File: config.mk
export PLATFORM = sky130hd
export DESIGN_NAME = mat_load_seq
export DESIGN_NICKNAME = d
export VERILOG_FILES = /design/src/rtl/mat_load_seq.sv
export SDC_FILE = /design/constraint.sdc
export NUM_CORES = 1
export LEC_CHECK = 0
export ABC_AREA = 1
export BUFFER_PORTS_ARGS = -buffer_cell sky130_fd_sc_hd__buf_2
export CAP_MARGIN = 20
export CORE_UTILIZATION = 43
export DETAILED_ROUTE_END_ITERATION = 6
export PLACE_DENSITY_LB_ADDON = 0.08
export SYNTH_ARGS = -nofsm -noshare
export SYNTH_HDL_FRONTEND = slang
export SYNTH_SLANG_ARGS = --single-unit
File: constraint.sdc
create_clock -name clk -period 1.28 [get_ports clk]
set_input_delay 0.192 -clock clk [delete_from_list [all_inputs] [get_ports clk]]
set_output_delay 0.192 -clock clk [all_outputs]
set_load 0.02 [all_outputs]
File: src/rtl/mat_load_seq.sv
// Operand-fetch sequencer: streams one input-row vector and one coefficient-column
// vector into the ALU operand registers and tracks the row/column of the product.
module mat_load_seq #(
   parameter int DATA_W = 8,
   parameter int DEPTH  = 8,
   parameter int ROWS   = 4,
   parameter int COLS   = 4,
   parameter int RAM_AW = $clog2(ROWS*DEPTH),
   parameter int ROM_AW = $clog2(COLS*DEPTH),
   parameter int IW     = $clog2(DEPTH),
   parameter int RW     = $clog2(ROWS),
   parameter int CW     = $clog2(COLS)
) (
   input  logic              clk,
   input  logic              rst,
   input  logic              load_en,
   input  logic              clear,
   output logic              ram_en,
   output logic [RAM_AW-1:0] ram_addr,
   input  logic [DATA_W-1:0] ram_rdata,
   output logic [ROM_AW-1:0] rom_addr,
   input  logic [DATA_W-1:0] rom_rdata,
   output logic              ld_valid,
   output logic [IW-1:0]     ld_idx,
   output logic [DATA_W-1:0] ld_a,
   output logic [DATA_W-1:0] ld_b,
   output logic              load_done,
   output logic [RW-1:0]     row_idx,
   output logic [CW-1:0]     col_idx,
   output logic              frame_done
);

   typedef enum logic [2:0] {IDLE, READ, DRAIN, DONE, WAIT_LOW} state_t;

   localparam logic [IW-1:0] K_LAST = IW'(DEPTH - 1);

   state_t              state;
   logic [IW-1:0]       k;
   logic [RAM_AW-1:0]   row_base;
   logic [ROM_AW-1:0]   col_base;
   logic                last_row;
   logic                last_col;

   assign row_base = RAM_AW'(DEPTH * row_idx);
   assign col_base = ROM_AW'(DEPTH * col_idx);
   assign last_row = (row_idx == RW'(ROWS - 1));
   assign last_col = (col_idx == CW'(COLS - 1));

   // Memory read data is only meaningful on the cycle the operand strobe is up.
   assign ld_a = ld_valid ? ram_rdata : '0;
   assign ld_b = ld_valid ? rom_rdata : '0;

   always_ff @(posedge clk or negedge rst) begin
      if (!rst) begin
         state      <= IDLE;
         k          <= '0;
         ram_en     <= 1'b0;
         ram_addr   <= '0;
         rom_addr   <= '0;
         ld_valid   <= 1'b0;
         ld_idx     <= '0;
         load_done  <= 1'b0;
         frame_done <= 1'b0;
         row_idx    <= '0;
         col_idx    <= '0;
      end else if (clear) begin
         state      <= IDLE;
         k          <= '0;
         ram_en     <= 1'b0;
         ram_addr   <= '0;
         rom_addr   <= '0;
         ld_valid   <= 1'b0;
         ld_idx     <= '0;
         load_done  <= 1'b0;
         frame_done <= 1'b0;
         row_idx    <= '0;
         col_idx    <= '0;
      end else begin
         // NOTE: non-blocking assignments, so ld_valid/ld_idx capture the
         // pre-edge ram_en/k and form the one-cycle read-latency pipeline.
         ld_valid <= ram_en;
         ld_idx   <= k;

         unique case (state)
            IDLE: begin
               if (load_en) begin
                  state    <= READ;
                  ram_en   <= 1'b1;
                  ram_addr <= row_base;
                  rom_addr <= col_base;
               end
            end

            READ: begin
               if (k == K_LAST) begin
                  state    <= DRAIN;
                  k        <= '0;
                  ram_en   <= 1'b0;
                  ram_addr <= '0;
                  rom_addr <= '0;
               end else begin
                  k        <= k + IW'(1);
                  ram_addr <= ram_addr + RAM_AW'(1);
                  rom_addr <= rom_addr + ROM_AW'(1);
               end
            end

            DRAIN: begin
               state      <= DONE;
               load_done  <= 1'b1;
               frame_done <= last_row && last_col;
            end

            DONE: begin
               state      <= WAIT_LOW;
               load_done  <= 1'b0;
               frame_done <= 1'b0;
               if (last_col) begin
                  col_idx <= '0;
                  row_idx <= last_row ? '0 : row_idx + RW'(1);
               end else begin
                  col_idx <= col_idx + CW'(1);
               end
            end

            // Blocks a second load while the controller is still in its load state.
            WAIT_LOW: begin
               if (!load_en) state <= IDLE;
            end

            default: state <= IDLE;
         endcase
      end
   end

endmodule

==> key figures, run 1 <==
Timing
  – Hold Slack: ~0.18 ns
  – Final max-slew violation count: 0
  – Tightest Pin Transition: 0.598 ns
  – Worst Skew: 0.00234 ns
  – Worst Slack Setup Final: -0.0737 ns
  – Post-route minimum period: about 1.4 ns
  – Setup TNS: -1.16 ns
  – Final hold vios: 0
  – Maximum clock rate: approximately 0.74 GHz
  – Setup-failing EPs final: 21
  – RSZ-0062 raised after global routing: true
  – Post-route clock period utilization: 106%
  – Max-Slew Margin vs Limit: approximately 60%

Detailed routing
  – DRC: 0
  – Post-route ant nets: 0
  – Total vias in the final route: 1499
  – Final wirelength: 3.84 mm
  – Vias per inst: approximately 4.8
  – Initial drt markers: 58
  – WL per Instance: roughly 12 um
  – Detailed Routing Iterations Pass 1: 4

Pwr
  – Maximum VDD drop: slightly below 1 mV
  – Lkg Pwr: around 0.0013 uW
  – PwrDens: between 1500 and 2000 nW/um2

Critical path
  – Slowest CP cell: dfrtp_2
  – Crit path launch type: flop
  – Critical Path End Type: output port
  – RR Endpoint: k[0]$_DFFE_PN0P_
  – Worst Setup Path Type: flop to output port
  – Worst-case reg-to-reg path depth: 7
  – Critical Path RT: 1.09 ns
  – CP max FO: 8
  – Buffer and inverter count on the worst path: 3
  – Max stage delay on crit path: roughly 0.47 ns
  – R2r startpoint: k[0]$_DFFE_PN0P_
  – Crit path arrival time: roughly 1.2 ns
  – CP top delay family: flip-flops
  – Setup slack, reg-to-reg: -0.05 ns
  – Critical-path cell list: buf_8, nand2_2, inv_2, buf_6

Clock network
  – TritonCTS clock tree: done
  – CTS Sinks: 27
  – Root Buffer: clkbuf_4
  – Worst-path clk slew: roughly 0.14 ns
  – CTS Buffer Depth: 2
  – H-tree depth: 1
  – Worst-skew pair later-pin latency: 0.32 ns
  – Clock buffer count from CTS: 3

Placed design
  – GP Congestion: between 0.8 and 0.9
  – Cells after DPL: 302
  – Place WS: -0.135 ns
  – Input/output buffers: 56
  – DPL Wire Length: around 2.6 mm

Synthesis
  – Post-synth cell types: 20
  – Yosys reg bits: 27
  – Syn nets: 219
  – Top FF cell, synth: dfrtp_1
  – Register area share after synthesis: roughly 46%
  – Synth Cell Area: between 1000 and 1500 um2
  – Yosys warnings: 0
  – EDFF count, synth: 0
  – Mean Syn Cell Area: about 7.6 um2
  – Async S/R FF share, synth: 100%
  – Synth Instances: slightly below 200

Global route
  – Global-route wire length before repair: ~5.6 mm
  – Met3 Usage GRT: approximately 2.1%
  – GR Overflow Total: 0
  – Initial antenna violation count: 0
  – Vias in the first global route: about 1300
  – Largest net degree at the start of global routing: 28
  – Routing usage on met2: about a third
  – GRT met1 Usage: 27.8%
  – Layer with the highest usage: met2
  – Gr usage total: between 20% and 30%

Cells and area
  – Antenna Cells: 0
  – P&R area growth vs syn: 50.0%
  – NumNets Final: between 200 and 300
  – Fraction of layout cells with a size suffix above 1: about half
  – Non-Filler Instances: approximately 310

Die
  – Core region area: roughly 3200 um2
  – Floorplan row count: 20
  – Die boundary height: about 60 um
  – DIE WIDTH: between 60 and 70 um
  – Die area: approximately 3600 um2
  – I/O pin cnt: 57
  – Initial Util: a little under half

Hold path
  – Hold Path Sink: ld_valid$_DFF_PN0_
  – Hold path cells: 2
  – HP Class: primary input to flop
  – Hold path start: clear

Outcome
  – Outcome: complete, but fails checks
  – Failing checks: negative setup slack

Run
  – Maxcap violations: 0
## state kept, by name (all words and copies together), names as in the netlist, 2 cells and up
signal,count
col_idx,2
k,3
ld_idx,3
ram_addr,5
rom_addr,5
row_idx,2
state,3
## worst register-to-register path, delay by kind of cell, from the launching register on
kind,cells,cell delay [ns]
AO/OA/AOI/OAI,1,0.07
AND/OR/NAND/NOR,2,0.23
buffers and inverters,2,0.21
flip-flops,1,0.41
adder cells (fa/ha/maj),2,0.36
## Yosys cell counts (2+ instances only)
cell type | n | area share, %
nor2_1 | 9 | 2.3
nor2_2 | 5 | 2.1
nand2_1 | 67 | 17
inv_1 | 29 | 7.4
or2_2 | 2 | 0.85
buf_2 | 2 | 0.68
nand4_1 | 9 | 3.8
nand3_1 | 12 | 4.1
nor3_1 | 2 | 0.68
dfrtp_1 | 27 | 46
ha_1 | 6 | 5.1
clkbuf_1 | 2 | 0.51
buf_6 | 2 | 1.5
o21ai_0 | 13 | 4.4
## how the worst max path moves through the flow
stage / startpoint / to / slack, ns / depth (start not counted)
2_1_floorplan: rom_addr[0]$_DFFE_PN0P_ / rom_addr[2]$_DFFE_PN0P_ / 0.009 / 4
3_3_place_gp: k[0]$_DFFE_PN0P_ / k[0]$_DFFE_PN0P_ / -0.07 / 7
3_5_place_dp: k[0]$_DFFE_PN0P_ / k[0]$_DFFE_PN0P_ / -0.14 / 7
4_1_cts: k[1]$_DFFE_PN0P_ / ram_en$_DFFE_PN0P_ / -0.06 / 7
5_1_grt: k[0]$_DFFE_PN0P_ / k[0]$_DFFE_PN0P_ / -0.16 / 7
6_report: ld_valid$_DFF_PN0_ / ld_a[1] / -0.07 / 4
## kinds of logic (layout without fill, tap and decap cells)
group,Yosys count,count (layout),share of synthesized area [%]
AND/OR/NAND/NOR,108,108,32.0
buffers and inverters,35,111,10.2
flip-flops,27,27,46.1
AO/OA/AOI/OAI,17,17,6.58
adder cells (fa/ha/maj),6,6,5.12
## report_power, final
group | switching (uW) | internal [uW]
logic | 1040 | 809
registers | 202 | 1050
clock network | 251 | 117
## per-layer routing
metal,vias to the layer above,part of all wire [%]
met4,0,0.52
met3,2,4.2
li1,767,-
met1,688,46
met2,42,49
met5,-,0
## area by class of cell
| type | count | area, um2 |
|---|---|---|
| clock inverters | 1 | 5.00 |
| clock buffers | 3 | 22.5 |
| repair buffers | 78 | 588 |
| inverters | 29 | 109 |
| fillers | 253 | 955 |
| flip-flops and latches | 27 | 681 |
| multi-input cells | 131 | 738 |
| well taps | 44 | 55.1 |
## layout by cell type, fill, tap and decap left out, drive strengths merged
cell type / count
or2: 2
o21bai: 1
dlygate4sd3: 1
dfrtp: 27
nand2: 68
buf: 77
o21a: 1
inv: 29
nor3: 2
clkinv: 1
nand3b: 1
o21ai: 13
o211ai: 1
a31o: 1
clkbuf: 3
nand4: 9
ha: 6
nand3: 12
nor2: 14
## metrics by stage
stage / cell area, um2 / utilization (%) / power [uW]
floorplan: 1470 / - / 2120
global placement: 1870 / 59.4 / 2690
detailed placement: 1870 / 59.4 / 2700
CTS: 2010 / 63.7 / 3180
global route: 2200 / 69.7 / 3730
finish: 2200 / 69.7 / 3470
## timing repair
action	4_1_cts	5_1_grt
gates resized for setup	30	72
buffers inserted	3	2
endpoints found under the hold margin	27	0
hold buffers	1	0
setup endpoints to repair	31	37
cloned	0	1
pin swaps	1	7
Power figures use the tool's default switching activity.
==> inputs of run 2 (changes only) <==
--- a/config.mk
+++ b/config.mk
@@ -9,6 +9,7 @@
 export BUFFER_PORTS_ARGS = -buffer_cell sky130_fd_sc_hd__buf_2
 export CAP_MARGIN = 20
 export CORE_UTILIZATION = 43
+export CTS_BUF_LIST = sky130_fd_sc_hd__clkbuf_16
 export DETAILED_ROUTE_END_ITERATION = 6
 export PLACE_DENSITY_LB_ADDON = 0.08
 export SYNTH_ARGS = -nofsm -noshare
==> constraint.sdc (replaced) <==
create_clock -name clk -period 1.28 [get_ports clk]
set_input_delay 0.192 -clock clk [delete_from_list [all_inputs] [get_ports clk]]
set_output_delay 0.192 -clock clk [all_outputs]
set_load 0.1 [all_outputs]
==> run 2 against run 1 <==
  * The flow still finishes with violations (negative setup slack)
  * Register-to-register slack got worse by 0.16 ns
  * Design area increased by 31%
  * Non-clock buffer count increased by 3
  * Wire length increased by 39%
  * Global-route usage increased by 8.7 points
  * Largest power group unchanged
==> key figures, run 2 (synthesized netlist as in run 1, its figures left out) <==
Outcome
  – Outcome: complete, but fails checks
  – Failing checks: negative setup slack

Hold path
  – HP Class: primary input to flop

Clock network
  – Worst-path clk slew: 0.07 ns
  – CTS Buffer Depth: 2
  – Root Buffer: clkbuf_16
  – CTS Sinks: 27
  – TritonCTS clock tree: done
  – Clock buffer count from CTS: 3
  – Worst-skew pair later-pin latency: approximately 0.26 ns
  – H-tree depth: 1

Detailed routing
  – Post-route ant nets: 0
  – WL per Instance: approximately 17 um
  – Total vias in the final route: between 1500 and 2000
  – Initial drt markers: ~130
  – Vias per inst: between 5 and 6
  – Detailed Routing Iterations Pass 1: 4
  – Final wirelength: approximately 5.4 mm
  – DRC: 0

Run
  – Maxcap violations: 0

Cells and area
  – Commonest non-fill, non-tap cell in the layout: nand2_1
  – P&R area growth vs syn: 97.0%
  – Non-Filler Instances: about 320
  – Most frequent cells in the layout: nand2_1, buf_12, buf_2
  – Fraction of layout cells with a size suffix above 1: roughly 62%
  – Core Util, Final: slightly above 90%
  – Antenna Cells: 0
  – Final instance area: about 2900 um2
  – Largest registers: ram_addr x5, rom_addr x5
  – NumNets Final: 299

Placed design
  – Placed Area: 2510 um2
  – GP Congestion: between 0.8 and 0.9
  – DPL Wire Length: 3.08 mm
  – Cells after DPL: between 200 and 300
  – Input/output buffers: 56

Critical path
  – R2r startpoint: k[0]$_DFFE_PN0P_
  – Critical Path End Type: flop
  – Worst-case reg-to-reg path depth: 7
  – Worst Setup Path Type: flop to flop
  – Crit path arrival time: between 1.5 and 2 ns
  – Critical Path RT: ~1.5 ns
  – CP max FO: 5
  – RR Endpoint: k[0]$_DFFE_PN0P_
  – Setup slack, reg-to-reg: -0.21 ns
  – CP startpoint: k[0]$_DFFE_PN0P_
  – Crit path launch type: flop
  – Crit path to: k[0]$_DFFE_PN0P_

Die
  – Die boundary height: between 60 and 70 um
  – Die area: 3640 um2
  – Floorplan row count: 20
  – I/O pin cnt: 57
  – DIE WIDTH: ~60 um
  – Core region area: between 3000 and 4000 um2
  – Initial Util: between 40% and 50%

Timing
  – Setup-failing EPs final: 29
  – Worst Slack Setup Final: -0.210 ns
  – RSZ-0062 raised after global routing: true
  – Final max-slew violation count: 0
  – Post-route minimum period: approximately 1.5 ns
  – Max-Slew Margin vs Limit: between 60% and 70%
  – Maximum clock rate: roughly 0.67 GHz
  – Hold Slack: slightly above 0.2 ns
  – Post-route clock period utilization: 116%
  – Tightest Pin Transition: 0.485 ns
  – Final hold vios: 0
  – Worst Skew: between 0.004 and 0.005 ns

Pwr
  – Lkg Pwr: ~0.0013 uW
  – Maximum VDD drop: 1.39 mV
  – PwrDens: approximately 2100 nW/um2

Global route
  – Gr usage total: 29.4%
  – Global-route wire length before repair: 7.76 mm
  – GR Overflow Total: 0
  – Largest net degree at the start of global routing: 19
  – Vias in the first global route: approximately 1600
  – Initial antenna violation count: 0
[run 2: changes by cell type in the layout (fill, tap and decap cells not counted), sizes merged]
cell / previous run / this run
clkinv: 1 / 0
clkinvlp: 0 / 16
buf: 77 / 80
inv: 29 / 14
[run 2: worst max-delay path, stage by stage (launching register included)]
cell     delay, ns
dfrtp_1       0.42
ha_4          0.18
ha_4          0.16
inv_2         0.05
nand4_1       0.23
inv_2         0.20
nand2_1       0.09
o21ai_1       0.08
[run 2: per-layer routing]
metal | vias to the layer above | global-route usage [%] | wire length (um)
li1 | 772 | - | -
met1 | 819 | 35.0 | 1940
met2 | 92 | 51.8 | 2920
met3 | 17 | 6.18 | 339
met4 | 0 | 11.3 | 148
met5 | - | 0 | 0
[run 2: repair_timing]
action,in CTS,in global routing
pin swaps,5,14
gates resized for setup,23,29
setup buffers,8,9
hold endpoints to repair,16,0
cloned,0,0
hold buffers,1,0
endpoints found under the setup margin,30,36
[run 2: worst min path at each step]
stage / startpoint / endpoint / slack (ns) / cells past startpoint
finish: clear / ld_idx[1]$_DFF_PN0_ / 0.21 / 2
global route: clear / ld_idx[1]$_DFF_PN0_ / 0.21 / 2
CTS: clear / ld_idx[2]$_DFF_PN0_ / 0.17 / 2
detailed placement: rst / rom_addr[0]$_DFFE_PN0P_ / 0.15 / 1
global placement: rst / rom_addr[1]$_DFFE_PN0P_ / 0.15 / 1
floorplan: rst / frame_done$_DFFE_PN0P_ / -0.10 / 0
[run 2: layout make-up]
class / count / area [um2]
Sequential cell: 27 / 716
Tap cell: 44 / 55.1
Clock inverter: 1 / 8.76
Timing Repair Buffer: 81 / 996
Inverter: 29 / 169
Fill cell: 123 / 267
Multi-Input combinational cell: 131 / 867
Clock buffer: 3 / 75.1
[run 2: where the power goes]
part	switching (uW)	internal [uW]
Combinational	2490	1390
Clock	303	432
Sequential	390	1100
Total	3180	2920
[run 2: stage by stage]
step,total power [uW],setup WS [ns],setup TNS (ns)
after detailed placement,4730,-0.104,-0.555
final,6100,-0.210,-4.32
after global placement,4690,-0.0115,-0.0115
after global routing,6360,-0.287,-6.14
after CTS,5710,-0.168,-2.87
after floorplan,3560,-0.355,-4.97
